## config.mk

```make
export PLATFORM = sky130hd
export DESIGN_NAME = ccff_chain_loader
export DESIGN_NICKNAME = d
export VERILOG_FILES = /design/src/rtl/ccff_loader_pkg.sv /design/src/rtl/ccff_crc16_serial.sv /design/src/rtl/ccff_chain_loader.sv
export SDC_FILE = /design/constraint.sdc
export NUM_CORES = 1
export LEC_CHECK = 0
export ABC_AREA = 0
export CORE_UTILIZATION = 51
export DETAILED_ROUTE_END_ITERATION = 7
export PLACE_DENSITY = 0.86
export SLEW_MARGIN = 20
export SYNTH_ARGS = -nofsm -noshare
export SYNTH_HDL_FRONTEND = slang
export SYNTH_SLANG_ARGS = --single-unit
```

## constraint.sdc

```tcl
create_clock -name prog_clk -period 2.2 [get_ports prog_clk]
set_input_delay 0.22 -clock prog_clk [delete_from_list [all_inputs] [get_ports prog_clk]]
set_output_delay 0.22 -clock prog_clk [all_outputs]
set_load 0.005 [all_outputs]
```

## src/rtl/ccff_loader_pkg.sv

```systemverilog
// Shared types and constants for the configuration-chain loader.
// CRC constants are only consumed when CCFF_READBACK_EN is defined.
package ccff_loader_pkg;

   typedef enum logic [2:0] {
      IDLE   = 3'd0,
      FILL   = 3'd1,
      SHIFT  = 3'd2,
      VERIFY = 3'd3,
      DONE   = 3'd4
   } state_e;

   localparam logic [15:0] CRC16_POLY = 16'h1021;
   localparam logic [15:0] CRC16_INIT = 16'hFFFF;

   // One MSB-first CRC-16 step for a single serial bit.
   function automatic logic [15:0] crc16_step(input logic [15:0] crc, input logic din);
      logic fb;
      fb = crc[15] ^ din;
      return {crc[14:0], 1'b0} ^ (fb ? CRC16_POLY : 16'h0000);
   endfunction

endpackage

```

## src/rtl/ccff_crc16_serial.sv

```systemverilog
// Bit-serial CRC-16 accumulator with synchronous clear and enable.
// crc_next_o exposes the value including the current input bit.
module ccff_crc16_serial
   import ccff_loader_pkg::*;
(
   input  logic        prog_clk,
   input  logic        prog_reset_n,
   input  logic        clr,
   input  logic        en,
   input  logic        din,
   output logic [15:0] crc_o,
   output logic [15:0] crc_next_o
);

   logic [15:0] crc_q;
   logic [15:0] crc_d;

   always_comb begin
      crc_next_o = crc16_step(crc_q, din);
      crc_d      = crc_q;
      if (clr) begin
         crc_d = CRC16_INIT;
      end else if (en) begin
         crc_d = crc_next_o;
      end
   end

   always_ff @(posedge prog_clk or negedge prog_reset_n) begin
      if (!prog_reset_n) begin
         crc_q <= CRC16_INIT;
      end else begin
         crc_q <= crc_d;
      end
   end

   assign crc_o = crc_q;

endmodule

```

## src/rtl/ccff_chain_loader.sv

```systemverilog
// Serial writer for the tile configuration chain (valid/ready words in, one bit per cycle out).
// Define CCFF_READBACK_EN to add a CRC-checked chain circulation (VERIFY) after each load.
module ccff_chain_loader
   import ccff_loader_pkg::*;
#(
   parameter int DATA_W    = 8,
   parameter int CHAIN_LEN = 22
) (
   input  logic              prog_clk,
   input  logic              prog_reset_n,
   input  logic              start,
   input  logic              abort,
   input  logic [DATA_W-1:0] cfg_data,
   input  logic              cfg_valid,
   output logic              cfg_ready,
   output logic              ccff_head,
   output logic              ccff_shift_en,
   input  logic              ccff_tail,
   output logic              busy,
   output logic              done,
   output logic              error
);

   localparam int CNT_W     = $clog2(CHAIN_LEN + 1);
   localparam int NUM_WORDS = (CHAIN_LEN + DATA_W - 1) / DATA_W;
   localparam int WL_W      = $clog2(NUM_WORDS + 1);
   localparam int BC_W      = $clog2(DATA_W + 1);

   localparam logic [CNT_W-1:0] CHAIN_LEN_C = CNT_W'(CHAIN_LEN);
   localparam logic [CNT_W-1:0] REM_ONE     = CNT_W'(1);
   localparam logic [WL_W-1:0]  NUM_WORDS_C = WL_W'(NUM_WORDS);
   localparam logic [WL_W-1:0]  WL_ONE      = WL_W'(1);
   localparam logic [BC_W-1:0]  DATA_W_C    = BC_W'(DATA_W);
   localparam logic [BC_W-1:0]  BC_ONE      = BC_W'(1);

   state_e             state_q, state_d;
   logic [CNT_W-1:0]   rem_bits_q, rem_bits_d;
   logic [WL_W-1:0]    words_left_q, words_left_d;
   logic [BC_W-1:0]    bit_cnt_q, bit_cnt_d;
   logic [DATA_W-1:0]  shifter_q, shifter_d;
   logic [DATA_W-1:0]  buf_q, buf_d;
   logic               buf_full_q, buf_full_d;
   logic               error_q, error_d;
   logic               hs;

`ifdef CCFF_READBACK_EN
   logic        crc_clr;
   logic [15:0] crc_wr;
   logic [15:0] crc_rd_next;
   logic [15:0] unused_wr_next;
   logic [15:0] unused_rd_crc;

   assign crc_clr = (state_q == IDLE) && start;

   // Reference CRC over the bits written into the chain head.
   ccff_crc16_serial u_crc_wr (
      .prog_clk     (prog_clk),
      .prog_reset_n (prog_reset_n),
      .clr          (crc_clr),
      .en           (state_q == SHIFT),
      .din          (shifter_q[DATA_W-1]),
      .crc_o        (crc_wr),
      .crc_next_o   (unused_wr_next)
   );

   // Readback CRC over the chain tail while the chain circulates.
   ccff_crc16_serial u_crc_rd (
      .prog_clk     (prog_clk),
      .prog_reset_n (prog_reset_n),
      .clr          (crc_clr),
      .en           (state_q == VERIFY),
      .din          (ccff_tail),
      .crc_o        (unused_rd_crc),
      .crc_next_o   (crc_rd_next)
   );
`else
   logic unused_tail;
   assign unused_tail = ccff_tail;
`endif

   always_comb begin
      cfg_ready     = 1'b0;
      ccff_shift_en = 1'b0;
      ccff_head     = 1'b0;
      busy          = (state_q != IDLE);
      done          = 1'b0;

      state_d      = state_q;
      rem_bits_d   = rem_bits_q;
      words_left_d = words_left_q;
      bit_cnt_d    = bit_cnt_q;
      shifter_d    = shifter_q;
      buf_d        = buf_q;
      buf_full_d   = buf_full_q;
      error_d      = error_q;

      case (state_q)
         FILL:  cfg_ready = 1'b1;
         SHIFT: begin
            ccff_shift_en = 1'b1;
            ccff_head     = shifter_q[DATA_W-1];
            cfg_ready     = !buf_full_q && (words_left_q != '0);
         end
`ifdef CCFF_READBACK_EN
         VERIFY: begin
            ccff_shift_en = 1'b1;
            ccff_head     = ccff_tail;
         end
`endif
         DONE:    done = 1'b1;
         default: ;
      endcase

      hs = cfg_valid && cfg_ready;
      if (hs) begin
         words_left_d = words_left_q - WL_ONE;
      end

      case (state_q)
         IDLE: begin
            if (start) begin
               state_d      = FILL;
               rem_bits_d   = CHAIN_LEN_C;
               words_left_d = NUM_WORDS_C;
               buf_full_d   = 1'b0;
               error_d      = 1'b0;
            end
         end
         FILL: begin
            if (hs) begin
               shifter_d = cfg_data;
               bit_cnt_d = DATA_W_C;
               state_d   = SHIFT;
            end
         end
         SHIFT: begin
            shifter_d  = shifter_q << 1;
            rem_bits_d = rem_bits_q - REM_ONE;
            bit_cnt_d  = bit_cnt_q - BC_ONE;
            // Last chain bit wins over word end so a partial last word drops its tail.
            if (rem_bits_q == REM_ONE) begin
`ifdef CCFF_READBACK_EN
               state_d    = VERIFY;
               rem_bits_d = CHAIN_LEN_C;
`else
               state_d    = DONE;
`endif
            end else if (bit_cnt_q == BC_ONE) begin
               bit_cnt_d = DATA_W_C;
               if (buf_full_q) begin
                  shifter_d  = buf_q;
                  buf_full_d = 1'b0;
               end else if (hs) begin
                  shifter_d = cfg_data;
               end else begin
                  state_d = FILL;
               end
            end else if (hs) begin
               buf_d      = cfg_data;
               buf_full_d = 1'b1;
            end
         end
`ifdef CCFF_READBACK_EN
         VERIFY: begin
            rem_bits_d = rem_bits_q - REM_ONE;
            if (rem_bits_q == REM_ONE) begin
               state_d = DONE;
               if (crc_rd_next != crc_wr) begin
                  error_d = 1'b1;
               end
            end
         end
`endif
         DONE:    state_d = IDLE;
         default: state_d = IDLE;
      endcase

      if (abort) begin
         state_d    = IDLE;
         buf_full_d = 1'b0;
         error_d    = error_q;
      end
   end

   always_ff @(posedge prog_clk or negedge prog_reset_n) begin
      if (!prog_reset_n) begin
         state_q      <= IDLE;
         rem_bits_q   <= '0;
         words_left_q <= '0;
         bit_cnt_q    <= '0;
         shifter_q    <= '0;
         buf_q        <= '0;
         buf_full_q   <= 1'b0;
         error_q      <= 1'b0;
      end else begin
         state_q      <= state_d;
         rem_bits_q   <= rem_bits_d;
         words_left_q <= words_left_d;
         bit_cnt_q    <= bit_cnt_d;
         shifter_q    <= shifter_d;
         buf_q        <= buf_d;
         buf_full_q   <= buf_full_d;
         error_q      <= error_d;
      end
   end

   assign error = error_q;

endmodule

```

Yosys cells after proc, flatten, opt, wreduce, memory -nomap -nowiden
Cells that the tools add are included.
Widths: inputs -> output; s select.

cells by class
  add/sub/neg operators = 3
  equal/unequal tests = 14
  muxes and demuxes = 33
  bitwise logic cells = 2
  reductions and logical operators = 14

operator list
  operator             number
  $mux 8               5
  $mux 3               7
  $ne 4x4->1 const B   4
  $pmux 8 s2           1
  $mux 4               3
  $pmux 5 s2           1
  $ne 3x3->1 const B   3
  $pmux 3 s3           1
  $mux 1               8
  $pmux 4 s2           1
  $reduce_and 4->1     2
  $mux 2               3
  $reduce_bool 2->1    3
  $reduce_bool 3->1    2
  $eq 5x1->1 const B   1
  $mux 5               1
  $reduce_and 5->1     1
  $sub 5x1->5 const B  1
  $eq 4x1->1 const B   1
  $ne 2x2->1 const B   2
  $pmux 1 s2           2
  $reduce_and 2->1     2
  $sub 4x1->4 const B  1
  $eq 3x1->1 const B   1
  7 further kinds      9

word-level totals
  bits in registers = 31
  bits of input ports = 14
  output and inout bits = 6
  logic and storage cells = 73

Longest topological paths before layout
  depth in word-level cells = 10
  gate-level depth with buffers = 7
  depth with buffers taken out = 6

Worst setup path before layout
OpenSTA, ideal clock, no wires.

  path kind = reg2reg
  from = register bit_cnt_q[1]
  to = register shifter_q[1]
  setup time = 0.137 ns
  arrival time = 1.884 ns
  required time = 2.063 ns
  path slack = 0.180 ns
  cell stages (with the launch flop) = 8
  buffers on the path = 1
  clock period less this slack = 2.020 ns
  cells stage by stage = dfrtp_1 > inv_1 > ha_1 > or3b_1 > buf_6 > or3_4 > o31ai_4 > o211ai_1

between the ends
  longest elaborated chain between the ends = 4

RTL lines
  what                    RTL line                  source
  start, declared         ccff_chain_loader.sv:39   logic [BC_W-1:0] bit_cnt_q, bit_cnt_d;
  start signal, assigned  ccff_chain_loader.sv:199  bit_cnt_q <= bit_cnt_d;
  $eq 4x1->1              ccff_chain_loader.sv:148  end else if (bit_cnt_q == BC_ONE) begin
  $mux 8                  ccff_chain_loader.sv:148
  $mux 8                  ccff_chain_loader.sv:141  if (rem_bits_q == REM_ONE) begin
  $pmux 8 s2              ccff_chain_loader.sv:119  case (state_q)
  end signal, assigned    ccff_chain_loader.sv:200  shifter_q <= shifter_d;
  end, declared           ccff_chain_loader.sv:40   logic [DATA_W-1:0] shifter_q, shifter_d;

Every way passes these cells.
A chain may end at the register's enable or synchronous reset.

Worst setup path in the final report
  from = register words_left_q[0]
  to = output cfg_ready

between the ends
  longest elaborated chain between the ends = 3

RTL lines
  what                    RTL line                  source
  start, declared         ccff_chain_loader.sv:38   logic [WL_W-1:0] words_left_q, words_left_d;
  start signal, assigned  ccff_chain_loader.sv:198  words_left_q <= words_left_d;
  $reduce_bool 2->1       ccff_chain_loader.sv:102  cfg_ready = !buf_full_q && (words_left_q != '0);
  $logic_and 1x1->1       ccff_chain_loader.sv:102
  $pmux 1 s2              ccff_chain_loader.sv:97   case (state_q)
  end, declared           ccff_chain_loader.sv:15   output logic cfg_ready,

Every way passes these cells.

==> reports/metrics.cfg <==
[synthesis]
yosys.cell_types.count = 50
synth.most_common_cell = dfrtp_1
netlist_instances = 207
syn-cell-area_um2 = 1940
ys_ff_latch = 31
ys_seq_area_share_pct = 40.0
synth_edf_count = 0
yosysTopAreaCell = dfrtp_1
ys_top_cells_by_count = 31 x dfrtp_1, 16 x nor2_1, 15 x inv_1, 15 x o21ai_0, 14 x nand2_1
synth_top_area_share_pct = 40.0
net_count_synth = 226
async_flop_share_pct = 100
yosys_warnings = 0
synth.area.top_cells = dfrtp_1 40%, mux2_2 4.6%, o21ai_0 3.9%
ys_dominant_reg_cell = dfrtp_1
mean_syn_cell_area_um2 = 9.37

[placed_design]
port-buffer-count = 17
place_congestion = 0.824
dp_hpwl_mm = 3.06

[global_routing]
global_route_wire_length_before_repair_mm = 7.67
grt_max_degree = 32
antenna_found_initial = 0
grtUsageTotal_pct = 24.3
first_global_vias = 1697
grt-ovfl-total = 0

[floorplan]
die_area_um2 = 4050
std_cell_rows = 22
start_util_pct = 53.0
floorplan.die.height_um = 63.7
floorplan.io_pins = 20
core_area_um2 = 3660
dieWidth_um = 63.7

[drt]
routed_wl_mm = 4.48
postRouteAntennaNets = 0
drc = 0
via_count = 1697
drt-pass1-iter-count = 5
vias_per_cell = 5.95
post_drt_wl_per_cell_um = 15.7
detail_route.iter0.violations = 132

[critical_path]
worst_setup_path_class = register to primary output
crit_path_end_kind = primary output
worstPathRequired_ns = 1.98
timing.critical_path.arrival_ns = 1.90
worst-path-max-fanout = 3
timing.critical_path.from_type = register

[sta]
maxClockFrequency_mhz = 472
final-setup-viol-count = 0
post-route-min-period_ns = 2.12
unrepaired_setup_endpoints_after_global_routing = yes
fin_skew_ns = 0.00754
timing_max_transition_violations_final = 0
worst_pin_slew_ns = 0.612
slew-limit-headroom_pct = 59.0
hold_viol = 0
final_min_period_over_clock_period_pct = 96.2

[outcome]
outcome = completed

[pwr]
power.leakage_nw = 0.997
power_w = 0.00184
power_dens_cells_nw_per_um2 = 788
irDropWorstVdd_mv = 0.400

[cts]
cts_tree = yes
clockBufferDepth = 2
cts_buffers = 5
clk_root_buf = clkbuf_8
worst_skew_pair_latency_ns = 0.28
cts.clk_slew.worst_paths_ns = 0.07
cts-htree-levels = 2
clock_tree_sinks = 31

[finish]
nNetsFinal = 255
antenna_cells = 0
final_core_utilization_pct = 63.9
syn_to_final_growth_pct = 20.6
drive_above_1_share_pct = 18.1

[job]
timing.max_cap.violations = 0

[hold_path]
min-delay-path-class = primary input to async pin

## layer usage
metal	vias up	GRT usage, %	wire (um)
met5	-	0	0
met4	0	9.09	62
met3	6	6.16	220
met2	49	39.4	2200
met1	831	30.9	1990
li1	811	-	-
## layout make-up
class	count	area, um^2
clock inverters	1	5.00
clock buffers	7	76.3
repair buffers	35	305
flip-flops and latches	31	776
inverters	16	63.8
fillers	297	1320
multi-input cells	147	1050
well taps	48	60.1
## power breakdown
part	switching [W]	internal (W)	leakage, nW	total [W]
combinational	0.000289	0.000278	0.570	0.000567
sequential	0.000116	0.000736	0.385	0.000852
clock	0.000204	0.000222	0.0422	0.000426
total	0.000609	0.00124	0.997	0.00184
## critical path: stages, from the launching register on
cell             delay [ns]
dfrtp_1                0.37
inv_1                  0.05
ha_1                   0.22
nor4b_2                0.33
o21ba_2                0.18
clkdlybuf4s50_1        0.48
## logic make-up after synthesis
kind of cell | after synthesis | share of synthesized area (%)
mux | 9 | 5.16
buf+inv | 29 | 6.32
other cells | 1 | 0.193
simple gates | 63 | 18.5
compound gates | 66 | 25.3
flops | 31 | 40.0
fa+ha+maj | 5 | 3.23
xor+xnor | 3 | 1.36
## placed cells by master (no fill, tap or decap), drive strengths merged, types with 8 or more instances in the layout
cell type	n
a21oi	11
buf	18
clkdlybuf4s50	17
dfrtp	31
inv	15
mux2	8
nand2	14
nor2	16
o21ai	15
## final timing paths
| check | start | endpoint | slack, ns | depth (start not counted) |
|---|---|---|---|---|
| worst max-delay path | words_left_q[0]$_DFF_PN0_ | cfg_ready | 0.08 | 5 |
| max in group asynchronous | prog_reset_n | buf_q[0]$_DFFE_PN0P_ | 1.56 | 2 |
| worst min-delay path | prog_reset_n | shifter_q[6]$_DFFE_PN0P_ | 0.34 | 2 |
| worst max register to register | words_left_q[0]$_DFF_PN0_ | shifter_q[3]$_DFFE_PN0P_ | 0.10 | 6 |
| min in group prog_clk | buf_q[3]$_DFFE_PN0P_ | buf_q[3]$_DFFE_PN0P_ | 0.50 | 1 |
| worst min register to register | buf_q[3]$_DFFE_PN0P_ | buf_q[3]$_DFFE_PN0P_ | 0.50 | 1 |
## what timing repair did
item	CTS	global route
setup endpoints to repair	0	10
hold buffers	0	0
gates resized for setup	0	7
buffers inserted	0	3
## flip-flops by register name, indices dropped and copies added (netlist names)
register	flops
buf_q	8
shifter_q	8
rem_bits_q	5
bit_cnt_q	4
state_q	3
words_left_q	2
buf_full_q	1
## through the flow
step	instances	setup TNS (ns)	hold WS (ns)	instance area, um^2	setup slack [ns]
floorplan	207	0	-0.0756	1940	0.180
global placement	274	0	0.478	2220	0.0948
detailed placement	274	0	0.490	2220	0.0473
CTS	282	0	0.357	2300	0.0274
global route	285	-0.104	0.385	2340	-0.0270
finish	285	0	0.343	2340	0.0830
(Power assumes the default switching activity.)
==> RTL change: new RTL, same settings <==
Make the reset (`prog_reset_n`) synchronous in one clocked block.
--- a/src/rtl/ccff_chain_loader.sv
+++ b/src/rtl/ccff_chain_loader.sv
@@ -183,5 +183,5 @@
    end
 
-   always_ff @(posedge prog_clk or negedge prog_reset_n) begin
+   always_ff @(posedge prog_clk) begin
       if (!prog_reset_n) begin
          state_q      <= IDLE;
Behaviour: differs if prog_reset_n is asserted again (counterexample within 4 cycles, from zero or initial values and one cycle with prog_reset_n low); with prog_reset_n held inactive, the same outputs for 10 cycles.
==> RTL change against the original RTL <==
Wire length up 3.8%; area after synthesis up 0.45%; global-route usage is 0.22 points higher; sequential cell count unchanged; final area shrank 0.86%; cell count grew 12%; worst setup slack worse by 0.033 ns; highest routed layer unchanged.
Power is not compared: it rests on default switching activity, and its combinational part moved more than twofold at a synthesized area within 25%.
==> RTL change: results (changes against the original RTL) <==
hpwl_um: 3220  # +5.3%
gp_congestion: 0.855  # +3.8%
grt-ovfl-total: 0  # unchanged
yosys_warnings: 0  # unchanged
ys_seq_area_share_pct: 31.9  # -8.1 points
ff2ff_path_depth: 7  # +1
synthDistinctLibCells: 50  # unchanged
synth_ff_type: "dfxtp_1"
leakage_uw: 0.000969
clkLatencyLatePin_ns: 0.28  # about the same
clk_pin_slew_ns: 0.06
reg_top3: "buf_q: 8 flops, shifter_q: 8 flops, rem_bits_q: 5 flops"
synth_mux_area_share_pct: 4.62  # -0.54 points
critPathLaunch: "state_q[2]"
num_antenna_cells: 0  # unchanged
cts_buffers: 5  # unchanged
start_util_pct: 53.2  # +0.24 points
firstDrtPassIters: 4  # -1
hold_path_class: "flip-flop to flip-flop"
r2r_slack_ns: 0.27  # +0.17 ns
antenna_found_initial: 0  # unchanged
clock-root-buffer: "clkbuf_8"
cts_buffer_depth: 2  # unchanged
yosys-top-cells-count: "46 x nand2_1, 31 x dfxtp_1, 12 x clkbuf_1, 12 x o21ai_0"
wirelength_um: 4640  # +3.8%
grt_pass1_wl_um: 7850  # +2.3%
synth_fp_nets: 266  # +18%
fin_skew_ns: 0.00558  # -0.00196 ns
synth_xor_area_share_pct: 0.899  # -0.46 points
sw_frac_of_total_pct: 25.8
worst_pin_slew_ns: 0.530  # -0.0818 ns
first_global_vias: 1806  # +6.4%
crit_end: "ccff_head"
async_reset_ff_share_pct: 0  # -100 points
grt_start_max_net_pins: 17  # -47%
first_iter_violations: 179  # +36%
drive_gt1_share_pct: 14.7  # -3.4 points
cts_max_level: 2  # unchanged
grtUsageTotal_pct: 24.5  # +0.22 points
r2r_start: "words_left_q[0]"
io_buffer_count: 17  # unchanged
drt-vias-per-instance: 5.92  # -0.60%
final_nets: 292  # +15%
synth_fa_ha_area_share_pct: 3.21  # -0.015 points
ys_top_cells_by_area: "dfxtp_1 32%, nand2_1 8.9%, mux2i_1 4.6%"
synth_compound_area_share_pct: 23.8  # -1.5 points
cp-start-kind: "flip-flop"
vdd_ir_drop_max_mv: 0.321
path_max_fanout: 11  # +8
r2r-end: "buf_q[0]"
worstPathArrival_ns: 1.93  # +0.03 ns
synth_top_family_by_area: "simple AND/OR/NAND/NOR gates"
status: "finished clean"
## RTL change: changes by cell type after synthesis, moves of 7 or more
cell,delta
nand2_1,+32
dfrtp_1,-31
dfxtp_1,+31
a31oi_1,+9
mux2_2,-8
mux2i_1,+8
a41o_1,+7
or2_2,+7
## RTL change: how the worst min path moves through the flow
stage / start / endpoint / slack, ns / cells after the start
floorplan: cfg_data[0] / buf_q[0] / 0.36 / 2
global route: buf_q[4] / buf_q[4] / 0.48 / 2
CTS: buf_q[4] / buf_q[4] / 0.46 / 2
global placement: buf_q[7] / buf_q[7] / 0.44 / 2
detailed placement: buf_q[4] / buf_q[4] / 0.45 / 2
finish: buf_q[4] / buf_q[4] / 0.46 / 2
## RTL change: cells by family (layout without fill, tap and decap cells)
family	after synthesis	count (layout)
and+or+nand+nor	104	104
adders and majority gates	5	5
AOI/OAI and AO/OA	66	66
muxes	9	9
buffers and inverters	29	54
DFF	31	31
xor gates and xnor gates	2	2
other	1	1
## RTL change: critical path: stages (launching register included)
cell             delay [ns]
dfxtp_1                0.41
or3b_4                 0.43
inv_4                  0.13
and2_1                 0.17
clkdlybuf4s50_1        0.51
## RTL change: cell type report
| type | instances | area (µm²) |
|---|---|---|
| tap | 48 | 60.1 |
| fill | 310 | 1340 |
| sequential | 31 | 621 |
| clock buffer | 6 | 72.6 |
| inverter | 11 | 43.8 |
| multi-input combinational | 187 | 1200 |
| timing repair buffer | 37 | 320 |
## RTL change: layer usage
metal	global-route usage, %	part of all wire, %	up-vias
met5	0	0	-
met4	11.4	1.3	0
met3	5.54	5.6	7
met2	40.6	49	61
met1	30.0	44	896
li1	-	-	930
## RTL change: what timing repair did
item,in CTS,in global routing
endpoints found under the setup margin,1,1
hold buffers,0,0
setup buffers,0,0
resized for setup,1,1
endpoints found under the hold margin,0,0
## RTL change: per-stage QoR
step / total power (µW) / instances / worst slack [ns] / utilization [%] / cell area, µm²
5_1_grt: 1240 / 320 / 0.00854 / 63.4 / 2320
3_3_place_gp: 781 / 314 / 0.145 / 61.2 / 2240
3_5_place_dp: 789 / 314 / 0.0782 / 61.2 / 2240
4_1_cts: 1190 / 320 / 0.0371 / 63.3 / 2320
6_report: 1190 / 320 / 0.0498 / 63.4 / 2320
2_1_floorplan: 719 / 247 / 0.346 / - / 1950
## RTL change: power by group through the flow
| stage | clock network [µW] | logic (µW) | registers, µW |
|---|---|---|---|
| final | 407 | 181 | 599 |
| after global routing | 436 | 200 | 601 |
| after CTS | 413 | 180 | 599 |
| after detailed placement | 0 | 178 | 611 |
| after global placement | 0 | 172 | 609 |
| after floorplan | 0 | 114 | 606 |
